$ cat src/rtl/fp_mul_norm_round.sv
// Post-multiply normalize/round/pack stage of the single-precision FPU multiply path.
// Define FPU_ROUND_MODE_EN to add a roundMode input (RNE/RTZ/RUP/RDN); otherwise RNE only.

module fp_mul_norm_round #(
    parameter int unsigned MANT_WIDTH = 24,
    parameter int unsigned EXP_WIDTH  = 8,
    localparam int unsigned PROD_WIDTH = 2 * MANT_WIDTH
) (
    input  logic                            clock,
    input  logic                            reset,
    input  logic [PROD_WIDTH-1:0]           prodIn,
    input  logic [EXP_WIDTH+1:0]            expIn,
    input  logic                            signIn,
`ifdef FPU_ROUND_MODE_EN
    input  logic [1:0]                      roundMode,
`endif
    input  logic                            inValid,
    output logic                            inReady,
    output logic [EXP_WIDTH+MANT_WIDTH-1:0] result,
    output logic                            overflow,
    output logic                            underflow,
    output logic                            inexact,
    output logic                            outValid,
    input  logic                            outReady
);

    localparam int unsigned XW = EXP_WIDTH + 2;
    localparam int unsigned RW = EXP_WIDTH + MANT_WIDTH;

    localparam logic signed [XW-1:0] ExpOne    = XW'(1);
    localparam logic signed [XW-1:0] ExpZero   = '0;
    localparam logic signed [XW-1:0] ExpInf    = XW'((1 << EXP_WIDTH) - 1);
    localparam logic signed [XW-1:0] ExpPosMax = {1'b0, {(XW-1){1'b1}}};

    typedef enum logic [1:0] {
        NR_IDLE,
        NR_NORM,
        NR_ROUND,
        NR_OUT
    } state_e;

    state_e state_q, state_d;

    // Input capture
    logic [PROD_WIDTH-1:0] prod_q;
    logic signed [XW-1:0]  exp_in_q;
    logic                  sign_q;

    // Normalized operand
    logic [MANT_WIDTH-1:0] mant_q;
    logic signed [XW-1:0]  exp_q;
    logic                  guard_q;
    logic                  sticky_q;
    logic                  zero_q;

    // Output holding registers
    logic [RW-1:0] result_q;
    logic          overflow_q;
    logic          underflow_q;
    logic          inexact_q;

    logic accept;

    // Exponent increments saturate rather than wrap into the negative range.
    function automatic logic signed [XW-1:0] exp_inc(input logic signed [XW-1:0] e);
        return (e == ExpPosMax) ? e : e + ExpOne;
    endfunction

    assign accept   = inValid && (state_q == NR_IDLE);
    assign inReady  = (state_q == NR_IDLE);
    assign outValid = (state_q == NR_OUT);

    always_comb begin
        state_d = state_q;
        unique case (state_q)
            NR_IDLE:  if (inValid) state_d = NR_NORM;
            NR_NORM:  state_d = NR_ROUND;
            NR_ROUND: state_d = NR_OUT;
            NR_OUT:   if (outReady) state_d = NR_IDLE;
            default:  state_d = NR_IDLE;
        endcase
    end

    // Normalization
    logic [PROD_WIDTH-1:0] norm_shift;
    logic [MANT_WIDTH-1:0] norm_mant;
    logic                  norm_guard;
    logic                  norm_sticky;
    logic signed [XW-1:0]  norm_exp;
    logic                  norm_zero;

    always_comb begin
        norm_shift  = prod_q[PROD_WIDTH-1] ? prod_q : {prod_q[PROD_WIDTH-2:0], 1'b0};
        norm_mant   = norm_shift[PROD_WIDTH-1 -: MANT_WIDTH];
        norm_guard  = norm_shift[PROD_WIDTH-MANT_WIDTH-1];
        norm_sticky = |norm_shift[PROD_WIDTH-MANT_WIDTH-2:0];
        norm_exp    = prod_q[PROD_WIDTH-1] ? exp_inc(exp_in_q) : exp_in_q;
        norm_zero   = (prod_q == '0);
    end

`ifdef FPU_ROUND_MODE_EN
    localparam logic [1:0] RmRne = 2'b00;
    localparam logic [1:0] RmRtz = 2'b01;
    localparam logic [1:0] RmRup = 2'b10;
    localparam logic [1:0] RmRdn = 2'b11;

    logic [1:0] mode_q;
`endif

    // Rounding and packing
    logic                  rnd_up;
    logic [MANT_WIDTH:0]   mant_sum;
    logic [MANT_WIDTH-2:0] rnd_frac;
    logic signed [XW-1:0]  rnd_exp;
    logic                  sat_to_max;
    logic [RW-1:0]         pack_result;
    logic                  pack_ovf;
    logic                  pack_unf;
    logic                  pack_inx;

    always_comb begin
        rnd_up     = guard_q & (sticky_q | mant_q[0]);
        sat_to_max = 1'b0;
`ifdef FPU_ROUND_MODE_EN
        unique case (mode_q)
            RmRne: rnd_up = guard_q & (sticky_q | mant_q[0]);
            RmRtz: rnd_up = 1'b0;
            RmRup: rnd_up = (guard_q | sticky_q) & ~sign_q;
            RmRdn: rnd_up = (guard_q | sticky_q) & sign_q;
            default: rnd_up = guard_q & (sticky_q | mant_q[0]);
        endcase
        sat_to_max = (mode_q == RmRtz) || ((mode_q == RmRup) && sign_q) ||
                     ((mode_q == RmRdn) && !sign_q);
`endif
        mant_sum = {1'b0, mant_q} + {{MANT_WIDTH{1'b0}}, rnd_up};
        if (mant_sum[MANT_WIDTH]) begin
            rnd_frac = mant_sum[MANT_WIDTH-1:1];
            rnd_exp  = exp_inc(exp_q);
        end else begin
            rnd_frac = mant_sum[MANT_WIDTH-2:0];
            rnd_exp  = exp_q;
        end

        pack_result = {sign_q, rnd_exp[EXP_WIDTH-1:0], rnd_frac};
        pack_ovf    = 1'b0;
        pack_unf    = 1'b0;
        pack_inx    = guard_q | sticky_q;
        if (zero_q) begin
            pack_result = {sign_q, {(RW-1){1'b0}}};
            pack_inx    = 1'b0;
        end else if (rnd_exp >= ExpInf) begin
            pack_ovf = 1'b1;
            pack_inx = 1'b1;
            if (sat_to_max) begin
                pack_result = {sign_q, {(EXP_WIDTH-1){1'b1}}, 1'b0, {(MANT_WIDTH-1){1'b1}}};
            end else begin
                pack_result = {sign_q, {EXP_WIDTH{1'b1}}, {(MANT_WIDTH-1){1'b0}}};
            end
        end else if (rnd_exp <= ExpZero) begin
            pack_result = {sign_q, {(RW-1){1'b0}}};
            pack_unf    = 1'b1;
            pack_inx    = 1'b1;
        end
    end

    always_ff @(posedge clock or posedge reset) begin
        if (reset) begin
            state_q <= NR_IDLE;
        end else begin
            state_q <= state_d;
        end
    end

    always_ff @(posedge clock or posedge reset) begin
        if (reset) begin
            prod_q   <= '0;
            exp_in_q <= '0;
            sign_q   <= 1'b0;
`ifdef FPU_ROUND_MODE_EN
            mode_q   <= RmRne;
`endif
        end else if (accept) begin
            prod_q   <= prodIn;
            exp_in_q <= expIn;
            sign_q   <= signIn;
`ifdef FPU_ROUND_MODE_EN
            mode_q   <= roundMode;
`endif
        end
    end

    always_ff @(posedge clock or posedge reset) begin
        if (reset) begin
            mant_q   <= '0;
            exp_q    <= '0;
            guard_q  <= 1'b0;
            sticky_q <= 1'b0;
            zero_q   <= 1'b0;
        end else if (state_q == NR_NORM) begin
            mant_q   <= norm_mant;
            exp_q    <= norm_exp;
            guard_q  <= norm_guard;
            sticky_q <= norm_sticky;
            zero_q   <= norm_zero;
        end
    end

    // Outputs are loaded on entry to NR_OUT and held there until drained.
    always_ff @(posedge clock or posedge reset) begin
        if (reset) begin
            result_q    <= '0;
            overflow_q  <= 1'b0;
            underflow_q <= 1'b0;
            inexact_q   <= 1'b0;
        end else if (state_q == NR_ROUND) begin
            result_q    <= pack_result;
            overflow_q  <= pack_ovf;
            underflow_q <= pack_unf;
            inexact_q   <= pack_inx;
        end
    end

    assign result    = result_q;
    assign overflow  = overflow_q;
    assign underflow = underflow_q;
    assign inexact   = inexact_q;

endmodule

$ cat config.mk
export PLATFORM = sky130hd
export DESIGN_NAME = fp_mul_norm_round
export DESIGN_NICKNAME = d
export VERILOG_FILES = /design/src/rtl/fp_mul_norm_round.sv
export SDC_FILE = /design/constraint.sdc
export NUM_CORES = 1
export LEC_CHECK = 0
export CAP_MARGIN = 5
export CORE_ASPECT_RATIO = 0.8
export CORE_UTILIZATION = 30
export CTS_CLUSTER_DIAMETER = 60
export DETAILED_ROUTE_END_ITERATION = 7
export REMOVE_ABC_BUFFERS = 1
export SYNTH_ARGS = -nofsm -noshare
export SYNTH_HDL_FRONTEND = slang
export SYNTH_SLANG_ARGS = --single-unit
$ cat constraint.sdc
create_clock -name clock -period 5.8 [get_ports clock]
set_input_delay 1.16 -clock clock [delete_from_list [all_inputs] [get_ports clock]]
set_output_delay 1.16 -clock clock [all_outputs]
set_load 0.005 [all_outputs]
### Word-level counts from Yosys, hierarchy flattened

Cells that the tools add are included.

* logic and storage cells: 53
* input bits: 63
* output and inout port bits: 37
* register bits: 133

* $lt $le $gt $ge: 2
* $add $sub $neg: 3
* multiplexer cells: 20
* reductions and logical operators: 5
* bitwise logic cells: 3
* equal/unequal tests: 7

Operators with widths (count)
* $mux 31: 3
* $logic_not 48->1: 1
* $mux 48: 1
* $mux 10: 4
* $add 24x1->25: 1
* $mux 23: 1
* $reduce_or 23->1: 1
* $add 10x2->10 const B: 2
* $eq 10x10->1 const B: 2
* $ge 10x9->1 const B: 1
* $le 10x1->1 const B: 1
* $mux 1: 8
* $pmux 2 s4: 1
* $eq 2x2->1 const B: 2
* $mux 2: 2
* $eq 2x1->1 const B: 1
* $logic_not 2->1: 1
* $ne 2x1->1 const B: 1
* $ne 2x2->1 const B: 1
* $or 1x1->1: 2
* $reduce_and 2->1: 1
* $and 1x1->1: 1
* $logic_and 1x1->1: 1

### Logic depth before layout (Yosys ltp)

* word-level depth: 8
* gate-level depth with buffers: 12

### Worst setup path after synthesis

No wires, ideal clock.

* kind: flip-flop to flip-flop
* start point: reg sticky_q
* end point: reg result_q[13] (netlist: result[13])
* arrival: 2.738 ns
* cell stages (with the launch flop): 13
* slack: 2.987 ns
* library setup time: 0.075 ns
* data required time: 5.725 ns
* buffers on the path: 1
* path through: dfrtp_1 > o21a_1 > ha_1 > ha_1 > nand4_4 > nor4_4 > nand4_1 > mux2_4 > a31oi_4 > o211ai_4 > or2_1 > buf_6 > o2bb2ai_2

* word-level cells in the longest chain between the ends: 8
* elaborated cells between the ends (all ways): 10

Ends and longest elaborated chain
* from (decl): line 53 `logic sticky_q;`
* from (signal assigned): line 203 `sticky_q <= norm_sticky;`
* $or 1x1->1 *: line 122 `rnd_up = guard_q & (sticky_q | mant_q[0]);`
* $and 1x1->1 *: line 122
* $add 24x1->25 *: line 135 `mant_sum = {1'b0, mant_q} + {{MANT_WIDTH{1'b0}}, rnd_up};`
* $mux 10: line 136 `if (mant_sum[MANT_WIDTH]) begin`
* $le 10x1->1: line 159 `end else if (rnd_exp <= ExpZero) begin`
* $mux 31: line 159
* $mux 31 *: line 151 `end else if (rnd_exp >= ExpInf) begin`
* $mux 31 *: line 148 `if (zero_q) begin`
* to (signal assigned): line 216 `result_q <= pack_result;`
* to (decl): line 57 `logic [RW-1:0] result_q;`

Every way passes the cells marked *; elsewhere a longest branch is shown, timed or not.
A chain may end at the register's enable or synchronous reset.

### Final worst setup path

* start point: reg sticky_q
* end point: reg result_q[3] (netlist: result[3])

The elaborated chain is that of the path after synthesis.

==> summary.md <==
| Metric | Value |
|---|---|
| Status | `completed` |
| GP Congestion | `0.8566` |
| Vias per cell | `5.020` |
| CTS Sinks | `133` |
| Post-CTS Hold Buffers | `0` |
| FP Rows | `48` |
| Clock Path Buffers | `2` |
| RSZ-0062 raised after global routing | `false` |
| Number of buffers created by CTS | `17` |
| Core ar. | `21620 um2` |
| Most frequent cell after synthesis | `dfrtp_1` |
| CP dominant cell by count | `ha_1` |
| Final setup margin | `2237 ps` |
| Cell area after placement | `7900 um2` |
| Vias in the first global route | `4714` |
| DR pass1 iterations | `5` |
| Routed wire length | `16.18 mm` |
| Post_cts resized | `0` |
| Final cell count without fillers | `983` |
| Worst vdd ir | `0.1735 mV` |
| Async set-reset flop share out of synthesis | `100.0%` |
| CP max-delay cell | `nor4_4` |
| Kind of critical path | `reg -> reg` |
| Antenna diodes | `0` |
| Layout Skew | `15.77 ps` |
| Worst Setup Start Kind | `flip-flop` |
| WP data required | `6100 ps` |
| Crit path time final | `3563 ps` |
| Pwr/cell area | `567.5 nW/um2` |
| Worst hold path type | `reg -> reg` |
| Die width | `168.3 um` |
| Initial core utilization | `30.71%` |
| Crit-path cells | `o21a_1, ha_1, ha_1, nand4_4, nor4_4, nand3_1, o22ai_1, o21ai_1, o211ai_4, or2_1, o2bb2ai_2` |
| Synthesized area | `6640 um2` |
| Register bit total from synthesis | `133` |
| Main area contributors after synthesis | `dfrtp_1 50%, mux2_2 10%, mux2i_1 4.2%` |
| Largest delay contributor family on the critical path | `simple AND/OR/NAND/NOR gates` |
| Global route overflow | `0` |
| Dominant cell type by area after synthesis | `dfrtp_1` |
| Slew Limit Headroom | `36.83%` |
| Syn avg cell area | `11.01 um2` |
| Placed cell count | `951` |
| Port bufs | `99` |
| Final setup viols | `0` |
| # Post-CTS Setup Buffers | `0` |
| Worst Path Buf+Inv | `0` |
| Die Area | `22740 um2` |
| Final hold violations | `0` |
| Layout cells sized above 1 | `17.37%` |
| Tcrit/Tclk final | `61.44%` |
| Worst-margin pin slew | `944.3 ps` |
| Post-route cell area | `8506 um2` |
| CTS tree | `yes` |
| Most used flip-flop cell after synthesis | `dfrtp_1` |
| Most frequent cells after synthesis | `133 x dfrtp_1, 61 x mux2_2, 54 x nor2_1` |
| Leakage power | `3.496 nW` |
| Setup TNS | `0 ps` |
| R2r setup slk | `2240 ps` |
| GRT Overall Usage | `15.10%` |
| Worst Path Arrival | `3860 ps` |
| Largest net degree at the start of global routing | `73` |
| First-pass GRT wire length | `26.41 mm` |
| Clk_lat worst skew | `430 ps` |
| Die height | `135.1 um` |
| Count of different cell masters after synthesis | `53` |
| Initial DRC count | `494` |
| H-tree levels | `4` |
| Max Transition Viols Final | `0` |
| Via count | `4935` |
| Final ANT Viol Nets | `0` |
| CTS clk-pin slew, worst paths | `60 ps` |
| Nets | `766` |
| Initial antenna violation count | `0` |
| Slowest cell delay on critical path | `580 ps` |
| Ports | `100` |
| Root buffer cell | `clkbuf_16` |
| CP max FO | `15` |
| Post-DR wirelength/cell | `16.46 um` |
| Setup crit end kind | `flip-flop` |
| Area share of the largest cell type after synthesis | `50.12%` |
| Synth Instances | `603` |
| Fmax | `0.2806 GHz` |
| Number of synthesized flops with an enable pin | `0` |
| Max-cap violations | `0` |
| Post-Place Setup Slack | `2272 ps` |
| Seq/Total Area, Yosys | `50.12%` |
| Syn. warnings | `0` |
| Post-DP HPWL | `11.83 mm` |
| P&R area growth vs syn | `28.10%` |
| Post-route DRC | `0` |
cell usage in the layout (no fill, tap or decap), types with 8 or more instances in the layout:
cell / Yosys / layout
o21ai_0: 13 / 13
a21oi_1: 38 / 38
xor2_1: 17 / 17
nor4_1: 10 / 10
inv_1: 19 / 18
and3_1: 15 / 15
clkdlybuf4s50_1: 0 / 99
dfrtp_1: 133 / 133
clkbuf_16: 0 / 17
o2bb2ai_2: 9 / 9
nor2_1: 54 / 54
xnor2_1: 10 / 10
o2bb2ai_1: 14 / 14
a31oi_1: 8 / 8
mux2i_1: 28 / 28
nand3_1: 26 / 26
mux2_2: 61 / 61
nand4_1: 15 / 15
nand2_1: 26 / 25
nor3_1: 9 / 9
report_power, final:
part           switching [mW]  internal, mW  total, mW
clock                   0.445         0.656       1.10
combinational           0.893         0.952       1.84
sequential              0.501          1.38       1.88
total                    1.84          2.99       4.83
final timing paths:
kind,startpoint,to,depth (start not counted)
max,sticky_q,result[3],11
min,result[10],result[10],1
max reg2reg,sticky_q,result[3],11
min reg2reg,result[10],result[10],1
max in group asynchronous,reset,result[18],3
min in group asynchronous,reset,exp_in_q[5],2
cell families after synthesis:
kind of cell / synth area share [%]
and+or+nand+nor: 14.15
DFF: 50.12
AOI/OAI and AO/OA: 12.87
muxes: 14.79
buffers and inverters: 2.996
xor gates and xnor gates: 3.561
adders and majority gates: 1.508
layout make-up:
| class | instances | area, um2 |
|---|---|---|
| multi-input cells | 419 | 3118 |
| clock inverters | 14 | 166.4 |
| repair buffers | 105 | 1036 |
| inverters | 19 | 73.82 |
| flip-flops and latches | 133 | 3328 |
| clock buffers | 18 | 439.2 |
| well taps | 275 | 344.1 |
| fillers | 2107 | 13120 |
worst reg2reg max path, cell delays in order (launching register included):
cell and delay (ps):
dfrtp_1 380, o21a_1 150, ha_1 210, ha_1 280, nand4_4 180, nor4_4 580, nand3_1 230, o22ai_1 230
o21ai_1 160, o211ai_4 410, or2_1 510, o2bb2ai_2 120
stage by stage:
| stage | power (mW) | hold WS [ps] | util, % |
|---|---|---|---|
| 2_1_floorplan | 3.028 | 451.5 | - |
| 3_3_place_gp | 3.704 | 481.6 | 36.54 |
| 3_5_place_dp | 3.728 | 473.9 | 36.54 |
| 4_1_cts | 4.853 | 491.3 | 39.34 |
| 5_1_grt | 5.164 | 506.5 | 39.34 |
| 6_report | 4.827 | 485.5 | 39.34 |
flip-flops by register name, indices dropped and copies added (netlist names), 2 cells and up:
signal,flops
prod_q,48
result,32
mant_q,24
exp_in_q,10
exp_q,10
state_q,2
per-layer routing:
layer	wire length [um]	vias up	share of wire [%]	track usage, %
met5	0	-	0	0
li1	-	2405	-	-
met3	1159	13	7.2	5.363
met4	129	0	0.80	3.838
met1	8487	2369	52	22.96
met2	6407	148	40	19.78
No activity file was read; power rests on OpenSTA's default activity.
